<file path="src/rtl/ser_to_par.sv">
// ser_to_par: serial-to-parallel converter (receive side of par_to_ser).
// Collects bits from a 1-bit valid/ready stream into N-bit words. Each word
// is presented on a valid/ready parallel stream, together with a last flag and
// a count of the bits it holds. A one-word output register holds a finished
// word, so the next word can keep shifting in while downstream is stalled.
//
// Ports
//   clk        in   1             rising-edge clock
//   rst        in   1             synchronous active-high reset
//   ser_data   in   1             serial data bit
//   ser_valid  in   1             ser_data/ser_last are valid
//   ser_last   in   1             final bit of a frame; flushes a partial word
//   ser_ready  out  1             a serial bit is accepted this cycle
//   par_data   out  N             assembled word (unreceived positions are 0)
//   par_valid  out  1             par_data/par_last/par_nbits are valid
//   par_last   out  1             word was ended by ser_last
//   par_nbits  out  clog2(N+1)    number of received bits in par_data (1..N)
//   par_ready  in   1             downstream accepts the word
module ser_to_par #(
  parameter int N         = 8,
  parameter bit LSB_FIRST = 1'b1
) (
  input  logic                   clk,
  input  logic                   rst,
  input  logic                   ser_data,
  input  logic                   ser_valid,
  input  logic                   ser_last,
  output logic                   ser_ready,
  output logic [N-1:0]           par_data,
  output logic                   par_valid,
  output logic                   par_last,
  output logic [$clog2(N+1)-1:0] par_nbits,
  input  logic                   par_ready
);

  localparam int CW = $clog2(N + 1);
  localparam int BW = $clog2(N);
  localparam logic [BW-1:0] LAST_IDX = BW'(N - 1);

  logic [BW-1:0] bit_cnt;
  logic [BW-1:0] pos;
  logic [N-1:0]  shreg;
  logic [N-1:0]  shreg_nx;
  logic          at_end;
  logic          ser_beat;
  logic          word_done;

  assign at_end = (bit_cnt == LAST_IDX);

  // Only a completing bit needs the output register free; non-final bits
  // keep shifting while a finished word waits downstream.
  assign ser_ready = !par_valid || par_ready || (!at_end && !ser_last);
  assign ser_beat  = ser_valid && ser_ready;
  assign word_done = ser_beat && (at_end || ser_last);

  // Shift register with the current bit merged in; this is the word that is
  // loaded into the output register on completion.
  always_comb begin
    pos      = LSB_FIRST ? bit_cnt : (LAST_IDX - bit_cnt);
    shreg_nx = shreg;
    shreg_nx[pos] = ser_data;
  end

  always_ff @(posedge clk) begin
    if (rst) begin
      bit_cnt   <= '0;
      shreg     <= '0;
      par_data  <= '0;
      par_valid <= 1'b0;
      par_last  <= 1'b0;
      par_nbits <= '0;
    end else begin
      if (ser_beat) begin
        if (word_done) begin
          bit_cnt <= '0;
          shreg   <= '0;
        end else begin
          bit_cnt <= bit_cnt + 1'b1;
          shreg   <= shreg_nx;
        end
      end

      // A completion while the held word is being taken reloads directly,
      // keeping par_valid high with no bubble.
      if (word_done) begin
        par_data  <= shreg_nx;
        par_nbits <= CW'(bit_cnt) + CW'(1);
        par_last  <= ser_last;
        par_valid <= 1'b1;
      end else if (par_valid && par_ready) begin
        par_valid <= 1'b0;
      end
    end
  end

endmodule

</file>
<file path="config.mk">
export PLATFORM = sky130hd
export DESIGN_NAME = ser_to_par
export DESIGN_NICKNAME = d
export VERILOG_FILES = /design/src/rtl/ser_to_par.sv
export SDC_FILE = /design/constraint.sdc
export NUM_CORES = 1
export LEC_CHECK = 0
export CORE_AREA = 2 2 72 74
export CTS_CLUSTER_SIZE = 40
export DETAILED_ROUTE_END_ITERATION = 10
export DIE_AREA = 0 0 74 76
export GPL_TIMING_DRIVEN = 0
export SYNTH_ARGS = -nofsm -noshare
export SYNTH_HDL_FRONTEND = slang
export SYNTH_SLANG_ARGS = --single-unit
</file>
<file path="constraint.sdc">
create_clock -name clk -period 2.4 [get_ports clk]
set_input_delay 0.24 -clock clk [delete_from_list [all_inputs] [get_ports clk]]
set_output_delay 0.24 -clock clk [all_outputs]
set_load 0.03 [all_outputs]
</file>
==> out/qor.csv, run 1 <==
stage,metric,value,unit
outcome,status,finished clean,
placed_design,Placed Instance Area,1450,um^2
clock_network,TritonCTS Buffers,3,
synthesis,Cells after Synth,133,
worst_hold_path,Worst Hold Class,primary input to flip-flop,
die,die area,5620,um^2
global_routing,met1 usage,13.3,%
die,Core Area,4910,um^2
worst_hold_path,hold_sp,ser_valid,
route,Antenna Nets Post-Route,0,
route,DRC,0,
timing,Final Hold Vio Count,0,
global_routing,first-pass GRT wire length,4.66,mm
global_routing,GR Util met3,3.57,%
setup_path,type of origin of the critical path,flip-flop,
final_layout,layout cells sized above 1,18.2,%
setup_path,CP max stage cell,dfxtp_2,
timing,fin crit share,93.0,%
die,DIE HEIGHT,76,um
timing,hold_ws,0.361,ns
die,die width,74,um
timing,Slew Limit Fails,0,
setup_path,crit path cell chain,ha_1 > ha_1 > or2_1 > clkbuf_2 > nand2b_1 > clkdlybuf4s15_1,
synthesis,Yosys warning count,0,
final_layout,footprint of the multi-input gates,627,um^2
timing,Worst-Margin Slew,0.550,ns
placed_design,port bufs,17,
synthesis,"Seq/Total Area, Yosys",42.1,%
pwr,Pwr Density,553,nW/um^2
global_routing,initial antenna violation count,0,
timing,setup tns final,0,ns
global_routing,GR Layer Usage met2,16.3,%
synthesis,Synth async-reset ratio,0,%
global_routing,vias in the first global route,1002,
setup_path,CP arrival,1.99,ns
setup_path,Max stage delay on crit path,0.39,ns
synthesis,number of synthesized flops with an enable pin,0,
final_layout,post-route insts no fill,224,
placed_design,global placer's final weighted congestion,0.766,
route,routed vias,1000,
timing,Final setup viols,0,
setup_path,Buffers & Inverters on Critical Path,2,
synthesis,top_reg_cell synth,dfxtp_1,
final_layout,post-layout net count,163,
route,average wire per standard cell,11.8,um
final_layout,design area,1490,um^2
setup_path,crit-path most repeated cell,ha_1,
global_routing,GRT Resource Usage Total,10.6,%
setup_path,family with the most delay on the worst path,buffers and inverters,
clock_network,clk root buf,clkbuf_8,
synthesis,"Cell Area, Synth",1190,um^2
job,Max-Cap Viols,0,
die,Initial Util,24.2,%
timing,clock skew,0.00169,ns
global_routing,largest net degree at the start of global routing,14,
final_layout,Filler Cell Count,540,
final_layout,Reg area,502,um^2
timing,fin crit period,2.23,ns
placed_design,Cells after DPL,220,
pwr,Pleak,0.509,nW
setup_path,CP endpoint kind,output pin,
synthesis,Synth Net Count,141,
final_layout,"commonest non-fill, non-tap cell in the layout",dfxtp_1,
final_layout,ant diodes,0,
route,1st-iter DRT viols,56,
route,1st-pass router iterations,4,
die,Site Rows,26,
timing,RSZ-0062 raised after global routing,no,
route,Vias/cell,4.46,
setup_path,Critical Path RT,2.16,ns
timing,Peak Freq,448,MHz
clock_network,Max Root-Sink Buffers,2,
global_routing,GRT Residual Overflow,0,
timing,relative slew slack,63.4,%
clock_network,htree depth,1,
clock_network,hold_buf cts,0,
clock_network,Clock transition at path regs,0.08,ns
setup_path,Setup Crit Path Kind,flip-flop to output pin,
placed_design,hpwl dp,1.78,mm
setup_path,FF-to-FF Start,bit_cnt[1],
final_layout,Layout area overhead,25.7,%
global_routing,GRT Max-Usage Layer,met2,
setup_path,CP Max Fanout,10,
die,IO Pins,21,
clock_network,CTS sink count,25,
synthesis,Yosys cell types,23,
synthesis,"FF+latch count, synth",25,
final_layout,"commonest non-fill, non-tap cells in the layout","24 x dfxtp_1, 21 x nor2_1, 16 x clkdlybuf4s50_1",
route,DRT Wirelength,2.65,mm
clock_network,CTS tree,built,
pwr,Peak supply drop,359,uV
clock_network,clock latency on the worst-skew pair,0.27,ns
synthesis,Syn Area/Cell,8.94,um^2
setup_path,crit path launch,bit_cnt[1],
-- cells by family (layout without fill, tap and decap cells) --
group | Yosys count | in the layout | synth area share, %
AND/OR/NAND/NOR | 53 | 53 | 23.6
AO/OA/AOI/OAI | 34 | 34 | 20.3
flip-flops | 25 | 25 | 42.1
buffers and inverters | 11 | 32 | 5.16
multiplexers | 8 | 8 | 6.74
adder cells (fa/ha/maj) | 2 | 2 | 2.10
-- sequential cells by signal, summed over array words and instances, names as in the netlist --
register and flops:
par_data 8, shreg 8, par_nbits 4, bit_cnt 3, par_last 1, par_valid 1
-- path summary, 6_finish.rpt --
kind / end / slack, ns / cells after the start
setup / recovery: ser_ready / 0.17 / 6
hold / removal: par_last / 0.36 / 3
setup reg to reg: shreg[0] / 0.59 / 7
hold reg to reg: par_nbits[0] / 0.46 / 2
-- what timing repair did --
item                                    CTS  global route
resized for setup                         2             2
buffers inserted                          0             0
endpoints found under the setup margin    1             1
-- cell usage after synthesis, types with 3 or more instances --
library cell,instances,area (um^2)
dfxtp_1,25,500
nor2_1,21,78.8
nand2_1,15,56.3
a21oi_1,14,70.1
o21ai_0,9,45.0
a211oi_2,8,100
mux2i_1,8,80.1
clkbuf_1,5,18.8
a32oi_1,3,26.3
and3b_2,3,30.0
nand2b_1,3,18.8
nor3b_2,3,37.5
-- layout make-up --
type,instances,share of cell area [%]
Multi-Input combinational cell,97,42.0
Sequential cell,25,33.6
Timing Repair Buffer,17,11.4
Tap cell,70,5.86
Buffer,11,4.19
Clock buffer,4,3.02
-- worst reg2reg max path: stages, from the launching register on --
cell and delay (ns):
dfxtp_2 0.39, ha_1 0.20, ha_1 0.20, nor2_1 0.21
and3_1 0.19, clkbuf_1 0.32, nand2_1 0.10, a21oi_1 0.15
-- stage by stage --
step	setup slack, ns	util [%]	power (mW)
after global placement	0.0124	29.4	0.582
after floorplan	0.706	-	0.537
after global routing	0.0225	30.4	0.870
after CTS	0.0752	30.4	0.841
after detailed placement	0.00940	29.4	0.583
final	0.169	30.4	0.826
-- report_power, final --
| group | switching, mW | total, mW | internal, mW |
|---|---|---|---|
| Combinational | 0.0821 | 0.136 | 0.0534 |
| Clock | 0.135 | 0.254 | 0.119 |
| Sequential | 0.00767 | 0.437 | 0.429 |
| Total | 0.225 | 0.826 | 0.601 |
-- layer usage --
layer	wire length, um	vias up
met3	123	5
met4	41	0
met2	1170	22
met1	1320	466
met5	0	-
li1	-	507
No activity file was read; power rests on OpenSTA's default activity.
==> run 2: changes to the inputs <==
- ABC_AREA: not set -> 1
- CORE_AREA: 2 2 72 74 -> 2 2 73 75
- DIE_AREA: 0 0 74 76 -> 0 0 75 77
- RECOVER_POWER: not set -> 50
- SKIP_LAST_GASP: not set -> 1
==> run 2 against run 1 <==
Net effect:
- routed wire length decreased by 2.6%
- register-to-register slack improved by 0.07 ns
- utilization increased by 0.23 points
- non-clock buffer count unchanged
- synthesized cell count increased by 35%
- die area increased by 2.7%
- clock skew increased by 0.0070 ns
- sequential share of layout area decreased by 0.77 points
- critical path depth unchanged
- hold slack got worse by 0.12 ns
- combinational power increased by 7%
- critical endpoint unchanged
==> out/qor.csv, run 2 <==
stage,metric,value,unit
setup_path,CP arrival,1.86,ns
route,Vias/cell,4.02,
final_layout,Filler Cell Count,552,
route,routed vias,1098,
timing,Final setup viols,0,
job,Max-Cap Viols,0,
die,Site Rows,26,
placed_design,hpwl dp,1.84,mm
placed_design,port bufs,19,
clock_network,Max Root-Sink Buffers,2,
clock_network,Clock transition at path regs,0.09,ns
route,DRC,0,
pwr,Peak supply drop,188,uV
final_layout,footprint of the multi-input gates,527,um^2
worst_hold_path,Worst Hold Class,primary input to flip-flop,
timing,Slew Limit Fails,0,
route,Antenna Nets Post-Route,0,
synthesis,ranking of synthesized cells by area,"dfxtp_1 41%, nand2_1 16%, a21oi_1 9.0%",
timing,Peak Freq,477,MHz
global_routing,first-pass GRT wire length,4.34,mm
die,Core Area,4980,um^2
final_layout,"commonest non-fill, non-tap cells in the layout","53 x nand2_1, 27 x inv_1, 25 x dfxtp_1",
synthesis,top_reg_cell synth,dfxtp_1,
final_layout,Layout area overhead,24.8,%
pwr,total power,0.842,mW
timing,relative slew slack,65.0,%
timing,post-route setup slack,0.303,ns
route,1st-iter DRT viols,48,
timing,clock skew,0.00873,ns
clock_network,CTS tree,built,
setup_path,CP Max Fanout,3,
timing,hold_ws,0.243,ns
synthesis,Cells after Synth,180,
die,die area,5780,um^2
placed_design,global placer's final weighted congestion,0.779,
pwr,Pleak,0.639,nW
setup_path,Critical Path RT,2.16,ns
synthesis,most frequent cell after synthesis,nand2_1,
timing,setup tns final,0,ns
route,1st-pass router iterations,4,
synthesis,Synth Net Count,188,
clock_network,clk root buf,clkbuf_8,
final_layout,post-layout net count,212,
pwr,Pwr Density,552,nW/um^2
synthesis,"Cell Area, Synth",1220,um^2
outcome,status,finished clean,
final_layout,Reg area,500,um^2
final_layout,ant diodes,0,
global_routing,largest net degree at the start of global routing,15,
clock_network,htree depth,1,
die,DIE HEIGHT,77,um
timing,fin crit period,2.10,ns
die,IO Pins,21,
clock_network,hold_buf cts,0,
global_routing,GRT Residual Overflow,0,
clock_network,TritonCTS Buffers,3,
timing,Final Hold Vio Count,0,
synthesis,Yosys cell types,18,
global_routing,GRT Resource Usage Total,9.83,%
synthesis,top cell type's share of synthesized area,40.9,%
setup_path,CP endpoint kind,output pin,
synthesis,Synth async-reset ratio,0,%
clock_network,clock latency on the worst-skew pair,0.28,ns
synthesis,top post-synthesis cells by count,"52 x nand2_1, 27 x inv_1, 25 x dfxtp_1",
synthesis,Syn Area/Cell,6.79,um^2
synthesis,"Seq/Total Area, Yosys",40.9,%
setup_path,Setup Crit Path Kind,flip-flop to output pin,
setup_path,type of origin of the critical path,flip-flop,
synthesis,"FF+latch count, synth",25,
clock_network,# Post-CTS Setup Buffers,0,
clock_network,cts repair resizes,0,
route,average wire per standard cell,9.45,um
clock_network,CTS sink count,25,
final_layout,final core utilization,30.6,%
final_layout,"commonest non-fill, non-tap cell in the layout",nand2_1,
final_layout,layout cells sized above 1,6.40,%
timing,Worst-Margin Slew,0.525,ns
placed_design,Setup Slack @ Placement,0.597,ns
route,DRT Wirelength,2.58,mm
die,Initial Util,24.6,%
synthesis,Yosys warning count,0,
timing,fin crit share,87.4,%
global_routing,initial antenna violation count,0,
final_layout,biggest regs,"par_data: 8 flops, shreg: 8 flops, par_nbits: 4 flops",
global_routing,vias in the first global route,969,
die,die width,75,um
timing,RSZ-0062 raised after global routing,no,
synthesis,leading area contributor after synthesis,dfxtp_1,
synthesis,number of synthesized flops with an enable pin,0,
run 2: final timing paths:
check	slack (ns)	cells after the start	startpoint	to
worst min-delay path	0.24	2	rst	shreg[4]
worst max register to register	0.66	8	bit_cnt[0]	par_nbits[1]
worst max-delay path	0.30	6	bit_cnt[0]	ser_ready
worst min register to register	0.47	2	par_last	par_last
run 2: final cells by class:
class,instances,share of cell area [%]
multi-input cells,117,34.5
well taps,70,5.74
clock buffers,3,2.71
plain buffers,9,4.27
flip-flops and latches,25,32.8
inverters,29,7.14
repair buffers,19,12.5
clock inverters,1,0.328
run 2: kinds of logic (layout without fill, tap and decap cells):
logic type               after synthesis  count (layout)  share of synthesized area [%]
AO/OA/AOI/OAI                         23              23                           9.42
adder cells (fa/ha/maj)                2               2                           2.05
buffers and inverters                 38              61                           15.1
flip-flops                            25              25                           40.9
AND/OR/NAND/NOR                       92              92                           32.4
run 2: where the power goes:
part	internal, mW	switching (mW)	leakage (nW)
clock	0.117	0.140	0.0255
sequential	0.431	0.00786	0.204
combinational	0.0559	0.0901	0.410
total	0.603	0.238	0.639
run 2: critical path, cell delays in order (launching register included):
cell	delay (ns)
dfxtp_1	0.33
ha_1	0.20
ha_1	0.17
inv_1	0.05
nand2_1	0.08
nand2_2	0.09
clkdlybuf4s50_1	0.66
run 2: per-layer routing:
layer	vias up	part of all wire, %	routed length, um	track usage [%]
met5	-	0	0	0
met4	0	2.8	73	5.89
met3	5	2.5	64	1.58
met2	18	44	1130	15.1
met1	465	51	1320	12.6
li1	610	-	-	-
run 2: stage by stage:
stage	cells	area (um^2)
floorplan	180	1220
detailed placement	269	1500
finish	273	1530
global route	273	1530
CTS	273	1550
global placement	269	1500
==> edit 1: new RTL, settings of run 2 <==
Set the parameter `LSB_FIRST` to 1'b0 (it was 1'b1).
--- a/src/rtl/ser_to_par.sv
+++ b/src/rtl/ser_to_par.sv
@@ -18,7 +18,7 @@
 //   par_ready  in   1             downstream accepts the word
 module ser_to_par #(
   parameter int N         = 8,
-  parameter bit LSB_FIRST = 1'b1
+  parameter bit LSB_FIRST = 1'b0
 ) (
   input  logic                   clk,
   input  logic                   rst,
Function: changed (a bounded check fails within 4 cycles, from zero or initial values and one cycle with rst high).
==> edit 1 against run 2 <==
Cell area down 0.74%; critical endpoint unchanged; power is 1.5% lower; sequential cell count did not move; synthesized area down 0.20%; count of clock-buffer cells in the layout rose by 1; setup slack lost 0.026 ns; largest cell class unchanged; wire length is 6.0% higher; sequential share of layout area is 0.24 points higher.
==> edit 1: results (changes against run 2) <==
[global_route]
antenna_found_initial=0  ; unchanged
met2_usage_pct=16.75  ; +1.7 points
met3_usage_pct=1.971  ; +0.39 points
met1_usage_pct=13.40  ; +0.79 points
grt_max_degree=14  ; -1
first_global_vias=1030  ; +6.3%

[yosys]
ys_seq_area_share_pct=41.03  ; +0.084 points
yosys-top-cells-count=nand2_1, inv_1, dfxtp_1
synth_area_leaders=dfxtp_1, nand2_1, a21oi_1
synth-async-reset-ratio_pct=0  ; unchanged
synthAdderAreaFrac_pct=2.051  ; +0.0042 points
syn_nets=187  ; -0.53%

[route]
wl_per_cell_um=10.06  ; +6.4%
drtIter0Drc=64  ; +33%
post_drt_via_cell_ratio=4.158  ; +3.4%

[power]
ir_drop_mv=0.2132  ; +14%
p_leak_nw=0.6407  ; +0.28%
pwr-share-seq_pct=52.7  ; +0.6 points
pg_comb_mw=0.137  ; -6%

[final_layout]
final_nets=211  ; -0.47%
diodes=0  ; unchanged
top_regs=par_data x8, shreg x8, par_nbits x4
drive_above_1_share_pct=5.446  ; -0.96 points

[place]
globalplace.congestion=0.8015  ; +2.8%
placed_cell_area_um2=1498  ; -0.17%
dp_hpwl_um=1965  ; +6.8%

[status]
outcome=complete, no violations

[sta]
fin_skew_ns=0.003083  ; -0.005648 ns

[setup_path]
arrival_ns=1.88  ; +0.02 ns

edit 1: changes by cell type in the layout (fill, tap and decap cells not counted):
cell | run 2 | this run
clkbuf_1 | 3 | 5
nor2_1 | 14 | 13
buf_6 | 3 | 2
dlygate4sd3_1 | 0 | 4
clkdlybuf4s50_1 | 19 | 15
a21oi_1 | 22 | 23
nand2_1 | 53 | 52
clkinv_2 | 1 | 0
edit 1: area by class of cell:
class	instances	area, um2
buffer	9	57.56
clock buffer	4	45.04
fill	539	3463
inverter	29	108.9
multi-input combinational	116	524.3
sequential	25	500.5
tap	70	87.58
timing repair buffer	19	190.2
edit 1: per-stage QoR:
step | power (mW) | worst slack [ns] | utilization [%] | instances | hold WS, ns
3_3_place_gp | 0.5921 | 0.5874 | 30.09 | 268 | 0.4512
3_5_place_dp | 0.5928 | 0.5783 | 30.09 | 268 | 0.4564
4_1_cts | 0.8492 | 0.2677 | 31.00 | 272 | 0.2387
6_report | 0.8291 | 0.2772 | 30.42 | 272 | 0.2412
2_1_floorplan | 0.5419 | 1.000 | - | 179 | 0.3840
5_1_grt | 0.8707 | 0.1949 | 30.42 | 272 | 0.2485
edit 1: worst paths after layout:
| check | from | end | slack (ns) | cells after the start |
|---|---|---|---|---|
| hold reg to reg | par_last | par_last | 0.47 | 2 |
| setup reg to reg | bit_cnt[0] | par_nbits[1] | 0.63 | 8 |
| hold / removal | rst | bit_cnt[2] | 0.24 | 2 |
| setup / recovery | bit_cnt[0] | ser_ready | 0.28 | 6 |
edit 1: critical path, stage by stage, from the launching register on:
cell             delay, ns
dfxtp_1               0.33
ha_1                  0.21
ha_1                  0.18
inv_1                 0.05
nand2_1               0.08
nand2_2               0.09
clkdlybuf4s50_1       0.67
==> edit 2: new RTL, settings of run 2 <==
Made on the original files. Make the reset (`rst`) asynchronous in one clocked block. Comments in the files are not updated.
--- a/src/rtl/ser_to_par.sv
+++ b/src/rtl/ser_to_par.sv
@@ -61,7 +61,7 @@
     shreg_nx[pos] = ser_data;
   end
 
-  always_ff @(posedge clk) begin
+  always_ff @(posedge clk or posedge rst) begin
     if (rst) begin
       bit_cnt   <= '0;
       shreg     <= '0;
Behaviour: differs if rst is asserted again (counterexample within 4 cycles, from zero or initial values and one cycle with rst high); with rst held inactive, the same outputs for 10 cycles.
==> edit 2 against run 2 <==
Global-route usage barely moved; synthesized area unchanged; wire length decreased by 2.3%; critical path depth unchanged; cell area decreased by 0.90%; sequential cell count stayed put; clock skew is 0.0017 ns higher; synthesized cell count down 16%; maximum frequency is 5.3% lower; setup slack got worse by 0.12 ns.
Power is not compared: it rests on default switching activity, and its combinational part moved more than twofold at a synthesized area within 25%.
==> edit 2: results (changes against run 2) <==
[final_layout]
drive_above_1_share_pct=9.714  ; +3.3 points
final_nets=184  ; -13%
fillCellCount=548  ; -0.72%
top_regs=par_data x8, shreg x8, par_nbits x4
final_cell_count_no_fill=245  ; -10%
diodes=0  ; unchanged

[yosys]
synth_cells=152  ; -16%
synth_compound_area_share_pct=1.228  ; -8.2 points
synth.area.mux_share_pct=0  ; unchanged
yosys-top-cells-count=nand2_1, dfrtp_1, nand3_1
syn_nets=160  ; -15%
synth_area_leaders=dfrtp_1, nand2_1, nand3_1
ys_seq_area_share_pct=51.18  ; +10 points
synth_xor_area_share_pct=0  ; unchanged
synth-async-reset-ratio_pct=100.0  ; +100 points

[clock_network]
htreeDepth=1  ; unchanged
path_clk_slew_ns=0.09  ; about the same
cts-buffers-inserted=3  ; unchanged
cts_setup_buffers=0  ; unchanged
clockRootBuffer=clkbuf_8
clock_latency_ns=0.28  ; about the same

[route]
wirelength_met1_um=1193  ; -9.4%
post_drt_via_cell_ratio=3.992  ; -0.75%
wl_per_cell_um=10.29  ; +8.9%
met2_length_um=1164  ; +3.4%
met3_length_um=120  ; +88%
drtIter0Drc=69  ; +44%

[status]
outcome=complete, no violations

[power]
powerDensity_nw_per_um2=712.0
p_leak_nw=0.7893
p_sw_mw=0.3667

[place]
placed_cells=241  ; -10%
portBuffers=19  ; unchanged
globalplace.congestion=0.7516  ; -3.6%
place_ws_ns=0.4548  ; -0.1418 ns
dp_hpwl_um=1785  ; -3.0%

[global_route]
met3_usage_pct=3.154  ; +1.6 points
met2_usage_pct=15.26  ; +0.18 points
met1_usage_pct=12.73  ; +0.12 points
first_global_vias=1016  ; +4.9%
grt_max_degree=26  ; +11
grt.total_usage_pct=9.794  ; -0.041 points
grt_pass1_wl_um=4429  ; +2.1%

[min_path]
hold_path.class=in -> reg
holdPathStages=5  ; +3

[setup_path]
arrival_ns=1.97  ; +0.11 ns
crit_fanout=3  ; unchanged

[sta]
max-slew-margin-rel_pct=36.08  ; -29 points
fin_skew_ns=0.01041  ; +0.001677 ns

## edit 2: layout make-up
cell class | instances | area, um2 | share of cell area (%)
flip-flops and latches | 25 | 625.6 | 41.39
clock inverters | 1 | 5.005 | 0.3311
well taps | 70 | 87.58 | 5.795
plain buffers | 7 | 46.29 | 3.063
multi-input cells | 111 | 480.5 | 31.79
inverters | 9 | 35.03 | 2.318
clock buffers | 3 | 41.29 | 2.732
repair buffers | 19 | 190.2 | 12.58
## edit 2: final timing paths
path                                  from            to  slack (ns)
worst max-delay path            bit_cnt[0]     ser_ready        0.19
worst min-delay path              ser_data      shreg[1]        0.44
worst max register to register  bit_cnt[0]   par_data[2]        0.53
worst min register to register    shreg[6]      shreg[6]        0.48
max in group asynchronous              rst      shreg[3]        1.19
min in group asynchronous              rst  par_nbits[2]        0.61
## edit 2: logic make-up after synthesis
group | count (synthesis)
AND/OR/NAND/NOR | 106
buffers and inverters | 16
AO/OA/AOI/OAI | 3
flip-flops | 25
adder cells (fa/ha/maj) | 2
